File: config.mk
export PLATFORM = sky130hd
export DESIGN_NAME = locked_seq_core
export DESIGN_NICKNAME = d
export VERILOG_FILES = /design/src/rtl/locked_seq_core.sv
export SDC_FILE = /design/constraint.sdc
export NUM_CORES = 1
export LEC_CHECK = 0
export CORE_MARGIN = 10
export CORE_UTILIZATION = 33
export CTS_CLUSTER_DIAMETER = 80
export CTS_CLUSTER_SIZE = 14
export DETAILED_ROUTE_END_ITERATION = 12
export PLACE_DENSITY = 0.61
export SLEW_MARGIN = 20
export SYNTH_ARGS = -nofsm -noshare
export SYNTH_HDL_FRONTEND = slang
export SYNTH_SLANG_ARGS = --single-unit
export TNS_END_PERCENT = 20
File: constraint.sdc
create_clock -name clk -period 3.2 [get_ports clk]
set_input_delay 0.64 -clock clk [delete_from_list [all_inputs] [get_ports clk]]
set_output_delay 0.64 -clock clk [all_outputs]
set_load 0.05 [all_outputs]
File: src/rtl/locked_seq_core.sv
// Key-locked combinational core behind a fixed-latency pipeline; output is masked until unlocked.
// Optional LOCK_BLOCK_EN: repeated failed key checks park the FSM in BLOCKED until reset.
module locked_seq_core #(
   parameter int                IN_W     = 32,
   parameter int                OUT_W    = 32,
   parameter int                KEY_W    = 16,
   parameter logic [KEY_W-1:0]  KEY_VAL  = 16'hA5C3,
   parameter int                STAGES   = 2,
   parameter int                MAX_FAIL = 3
) (
   input  logic                          clk,
   input  logic                          rst,
   input  logic [IN_W-1:0]               in_data,
   input  logic                          in_valid,
   input  logic                          key_bit,
   input  logic                          key_shift,
   input  logic                          key_done,
   output logic [OUT_W-1:0]              out_data,
   output logic                          out_valid,
   output logic                          unlocked,
   output logic                          key_err,
   output logic [1:0]                    dbg_state,
   output logic [$clog2(KEY_W+1)-1:0]    dbg_bit_cnt
);

   localparam int CNT_W = $clog2(KEY_W + 1);
   localparam logic [CNT_W-1:0] KEY_CNT  = CNT_W'(KEY_W);
   localparam logic [2:0]       FAIL_MAX = 3'(MAX_FAIL);

   typedef enum logic [1:0] {
      ST_LOCKED   = 2'd0,
      ST_LOADING  = 2'd1,
      ST_UNLOCKED = 2'd2,
      ST_BLOCKED  = 2'd3
   } state_t;

   state_t             state_q, state_d;
   logic [KEY_W-1:0]   key_reg_q, key_reg_d;
   logic [CNT_W-1:0]   bit_cnt_q, bit_cnt_d;
   logic [2:0]         fail_cnt_q, fail_cnt_d;
   logic               key_err_q, key_err_d;

   logic [OUT_W-1:0]   pipe_data_q [STAGES];
   logic [OUT_W-1:0]   pipe_data_d [STAGES];
   logic [STAGES-1:0]  pipe_valid_q, pipe_valid_d;

   logic [OUT_W-1:0]   core_y;
   logic [OUT_W-1:0]   mask;
   logic [OUT_W-1:0]   stage_in;
   logic [2:0]         fail_inc;

   // Key FSM: key_done wins over key_shift; UNLOCKED and BLOCKED ignore all key inputs.
   always_comb begin
      state_d    = state_q;
      key_reg_d  = key_reg_q;
      bit_cnt_d  = bit_cnt_q;
      fail_cnt_d = fail_cnt_q;
      key_err_d  = 1'b0;
      fail_inc   = (fail_cnt_q < FAIL_MAX) ? fail_cnt_q + 3'd1 : fail_cnt_q;
      case (state_q)
         ST_LOCKED, ST_LOADING: begin
            if (key_done) begin
               if ((bit_cnt_q == KEY_CNT) && (key_reg_q == KEY_VAL)) begin
                  state_d    = ST_UNLOCKED;
                  fail_cnt_d = 3'd0;
               end else begin
                  key_err_d  = 1'b1;
                  bit_cnt_d  = '0;
                  fail_cnt_d = fail_inc;
                  state_d    = ST_LOCKED;
`ifdef LOCK_BLOCK_EN
                  if (fail_inc == FAIL_MAX) begin
                     state_d = ST_BLOCKED;
                  end
`endif
               end
            end else if (key_shift) begin
               key_reg_d = {key_reg_q[KEY_W-2:0], key_bit};
               if (bit_cnt_q < KEY_CNT) begin
                  bit_cnt_d = bit_cnt_q + 1'b1;
               end
               state_d = ST_LOADING;
            end
         end
         default: begin
         end
      endcase
   end

   always_comb begin
      core_y = '0;
      for (int j = 0; j < OUT_W; j++) begin
         core_y[j] = in_data[j % IN_W] ^ (in_data[(j + 1) % IN_W] & ~in_data[(j + 2) % IN_W]);
      end
   end

   // The mask is captured together with the word, so later key changes never touch words in flight.
   always_comb begin
      mask = (state_q == ST_UNLOCKED) ? '0 : {(OUT_W / KEY_W){key_reg_q ^ KEY_VAL}};
      stage_in = (state_q == ST_BLOCKED) ? '0 : (core_y ^ mask);
   end

   always_comb begin
      pipe_valid_d    = '0;
      pipe_valid_d[0] = in_valid;
      pipe_data_d[0]  = in_valid ? stage_in : pipe_data_q[0];
      for (int i = 1; i < STAGES; i++) begin
         pipe_valid_d[i] = pipe_valid_q[i-1];
         pipe_data_d[i]  = pipe_valid_q[i-1] ? pipe_data_q[i-1] : pipe_data_q[i];
      end
   end

   always_ff @(posedge clk) begin
      if (rst) begin
         state_q      <= ST_LOCKED;
         key_reg_q    <= '0;
         bit_cnt_q    <= '0;
         fail_cnt_q   <= 3'd0;
         key_err_q    <= 1'b0;
         pipe_valid_q <= '0;
         for (int i = 0; i < STAGES; i++) begin
            pipe_data_q[i] <= '0;
         end
      end else begin
         state_q      <= state_d;
         key_reg_q    <= key_reg_d;
         bit_cnt_q    <= bit_cnt_d;
         fail_cnt_q   <= fail_cnt_d;
         key_err_q    <= key_err_d;
         pipe_valid_q <= pipe_valid_d;
         for (int i = 0; i < STAGES; i++) begin
            pipe_data_q[i] <= pipe_data_d[i];
         end
      end
   end

   assign out_valid   = pipe_valid_q[STAGES-1];
   assign out_data    = (state_q == ST_BLOCKED) ? '0 : pipe_data_q[STAGES-1];
   assign unlocked    = (state_q == ST_UNLOCKED);
   assign key_err     = key_err_q;
   assign dbg_state   = state_q;
   assign dbg_bit_cnt = bit_cnt_q;

endmodule
==> flow_summary.toml, run 1 <==
[status]
status = "finished, final reports clean"

[yosys]
syn-mean-instance-area_um2 = 8.391
yosysMostFrequentCell = "dfxtp_1"
yosysSeqAreaShare_pct = 41.21
synth_top_cell_by_area = "dfxtp_1"
synthFlopType = "dfxtp_1"
synth_fp_nets = 561
synthTopCellsByCount = "90 x dfxtp_1, 77 x nor2_1, 64 x xnor2_1, 54 x a21oi_1, 51 x nor2b_1"
synth_seq_cells = 90
synthArstFlopShare_pct = 0
ys_warn_count = 0
synth_cell_type_count = 29
synth_edf_count = 0
synth_area_um2 = 4372
ys_top_cells_by_area = "dfxtp_1 41%, xnor2_1 13%, mux2i_1 7.3%"
synth_top_area_share_pct = 41.21
synth_cells = 521

[sta]
hold_viol_final = 0
slew-limit-headroom_pct = 29.40
drv_slew = 0
finalCriticalPeriod_ns = 2.859
setup_violations = 0
fin_crit_sh_pct = 89.34
max_freq_ghz = 0.3498
rsz0062_at_grt = "no"
fin_skew_ns = 0.007265
fin_setup_tns_ns = 0
tightestPinTransition_ns = 1.059

[worst_setup_path]
slowest_stage = "clkdlybuf4s50_1"
critPathArrivalTime_ns = 2.22
rr_worst_depth = 6
path_class = "reg -> out"
worstReg2RegStart = "dbg_bit_cnt[0]$_SDFFE_PP0P_"
cp_max_fo = 10
reg2reg_to = "dbg_bit_cnt[2]$_SDFFE_PP0P_"
slowest_delay_ns = 0.85
endpoint_kind = "output port"
worst_path_dominant_cell_family = "buffers and inverters"
r2r_setup_slack_ns = 1.32
crit_chain = "nand2b_1 -> inv_2 -> clkdlybuf4s50_1"
path_buf_inv = 2
cp.required_ns = 2.56
startpoint_type = "register"

[die]
pin_count = 80
rows = 41
die_width_um = 135.1
die_h_um = 135.1
initial_core_util_pct = 34.22
core_um2 = 12770
dieArea_um2 = 18250

[routing]
drt_first_pass_iters = 5
vias_per_cell = 4.508
drtIter0Drc = 324
wl_mm = 11.05
num_vias = 3444
drc_errors = 0
routedWlPerCell_um = 14.46
ant_nets = 0

[placement]
gp_congestion = 0.8254
portBuffers = 79
dp_hpwl_mm = 8.242

[clock_network]
cts_setup_buffers = 0
cts.repair.resized = 0
cts_sinks = 90
numCtsBuffers = 9
cts_htree_levels = 3
insertion_delay_ns = 0.34
clock_path_buffers = 2
clk_pin_slew_ns = 0.06
cts_tree = "done"
holdBufCountCts = 0
clk_root_buffer_cell = "clkbuf_16"

[cells_and_area]
area_growth_pct = 28.42
fillers = 1255
drive_above_1_share_pct = 4.899
multiInputGateArea_um2 = 2435
register_area_um2 = 1803
antennaDiodeCount = 0
fin_util_pct = 43.95
nets = 627

[grt]
antenna_found_initial = 0
grt_overflow = 0
grt.total_usage_pct = 12.34
grt_pass1_vias = 3434
grt_max_degree = 50
grt_pass1_wl_mm = 18.13

[pwr]
p_clk_share_pct = 40.2
power_density_nw_per_um2 = 470.2
power_mw = 2.640
p_sw_share_pct = 25.75
power.internal_mw = 1.960
p_leak_nw = 1.994
p_seq_share_pct = 45.3
worst_ir_drop_vdd_mv = 0.2165
combPwrFrac_pct = 14.5
p_sw_mw = 0.6796

[min_path]
holdCritStartpoint = "pipe_data_q[0][40]$_SDFFE_PP0P_"
hold_depth = 2
holdCritPathClass = "reg -> reg"
min_to = "pipe_data_q[0][40]$_SDFFE_PP0P_"

[job]
maxCapViolations = 0
-- kinds of logic after synthesis --
logic type | count (synthesis) | synth area share (%)
adders and majority gates | 2 | 0.5723
muxes | 32 | 7.327
and+or+nand+nor | 237 | 27.53
AOI/OAI and AO/OA | 61 | 7.441
buffers and inverters | 35 | 3.091
xor gates and xnor gates | 64 | 12.82
DFF | 90 | 41.21
-- cell type report --
type / instances / area share (%)
clock buffers: 9 / 4.012
flip-flops and latches: 90 / 32.12
inverters: 6 / 0.4012
multi-input cells: 396 / 43.37
well taps: 172 / 3.833
repair buffers: 84 / 14.89
clock inverters: 7 / 1.382
-- power groups by stage --
| stage | combinational (mW) | sequential [mW] | clock, mW |
|---|---|---|---|
| 5_1_grt | 0.417 | 1.20 | 1.12 |
| 3_5_place_dp | 0.383 | 1.22 | 0 |
| 2_1_floorplan | 0.257 | 1.21 | 0 |
| 4_1_cts | 0.386 | 1.20 | 1.09 |
| 6_report | 0.382 | 1.20 | 1.06 |
| 3_3_place_gp | 0.379 | 1.22 | 0 |
-- how the worst max path moves through the flow --
stage,slack (ns),startpoint,cells past startpoint,to
2_1_floorplan,1.05,dbg_state[1]$_SDFFE_PP0P_,4,out_data[0]
3_3_place_gp,0.75,dbg_state[1]$_SDFFE_PP0P_,3,unlocked
3_5_place_dp,0.72,dbg_state[1]$_SDFFE_PP0P_,3,unlocked
4_1_cts,0.35,dbg_state[1]$_SDFFE_PP0P_,3,unlocked
5_1_grt,0.22,dbg_state[1]$_SDFFE_PP0P_,3,unlocked
6_report,0.34,dbg_state[1]$_SDFFE_PP0P_,3,unlocked
-- per-stage QoR --
step | cell area, um2 | std cells | hold WS [ns] | worst slack (ns)
4_1_cts | 5614 | 764 | 0.4874 | 0.3450
3_5_place_dp | 5311 | 748 | 0.4728 | 0.7244
6_report | 5614 | 764 | 0.4831 | 0.3412
3_3_place_gp | 5311 | 748 | 0.4627 | 0.7541
5_1_grt | 5614 | 764 | 0.5084 | 0.2235
2_1_floorplan | 4372 | 521 | 0.4504 | 1.050
-- registers in the layout, summed over array words and instances (netlist names) --
name,count
dbg_bit_cnt,5
dbg_state,2
key_err,1
key_reg_q,16
pipe_data_q,64
pipe_valid_q,2
-- worst register-to-register path, cell delays in order, from the launching register on --
cell	delay, ns
dfxtp_1	0.35
inv_1	0.07
ha_1	0.14
or4b_4	0.47
nor4_4	0.38
nor2_2	0.11
a311oi_1	0.27
-- routing by layer --
| layer | global-route usage (%) | up-vias | part of all wire, % |
|---|---|---|---|
| met3 | 2.337 | 10 | 5.4 |
| met5 | 0 | - | 0 |
| met1 | 15.10 | 1545 | 43 |
| met4 | 5.263 | 0 | 1.4 |
| li1 | - | 1815 | - |
| met2 | 20.67 | 74 | 50 |
-- cells in the final DEF (no fill, tap or decap), types with 2 or more instances in the layout --
master / n
and3_1: 2
nor2_1: 77
ha_1: 2
mux2i_1: 32
inv_2: 2
nand2b_1: 17
buf_4: 4
nand4_1: 2
clkinv_4: 3
a311oi_1: 3
inv_1: 4
a21oi_1: 54
a211oi_1: 2
nand2_1: 44
and2_1: 33
clkdlybuf4s50_1: 78
nor2b_1: 51
nand3_1: 3
dfxtp_1: 89
clkbuf_16: 9
xnor2_1: 64
No activity file was read; power rests on OpenSTA's default activity.
==> run 2, diff against run 1 <==
CTS_CLUSTER_DIAMETER = 120   (was 80)
==> results of run 2 <==
The final DEF is identical to that of run 1; final timing and power are the same.
==> run 3, diff against run 2 <==
CTS_CLUSTER_SIZE = 30   (was 14)
==> results of run 3 <==
The final DEF is identical to that of run 1; final timing and power are the same.
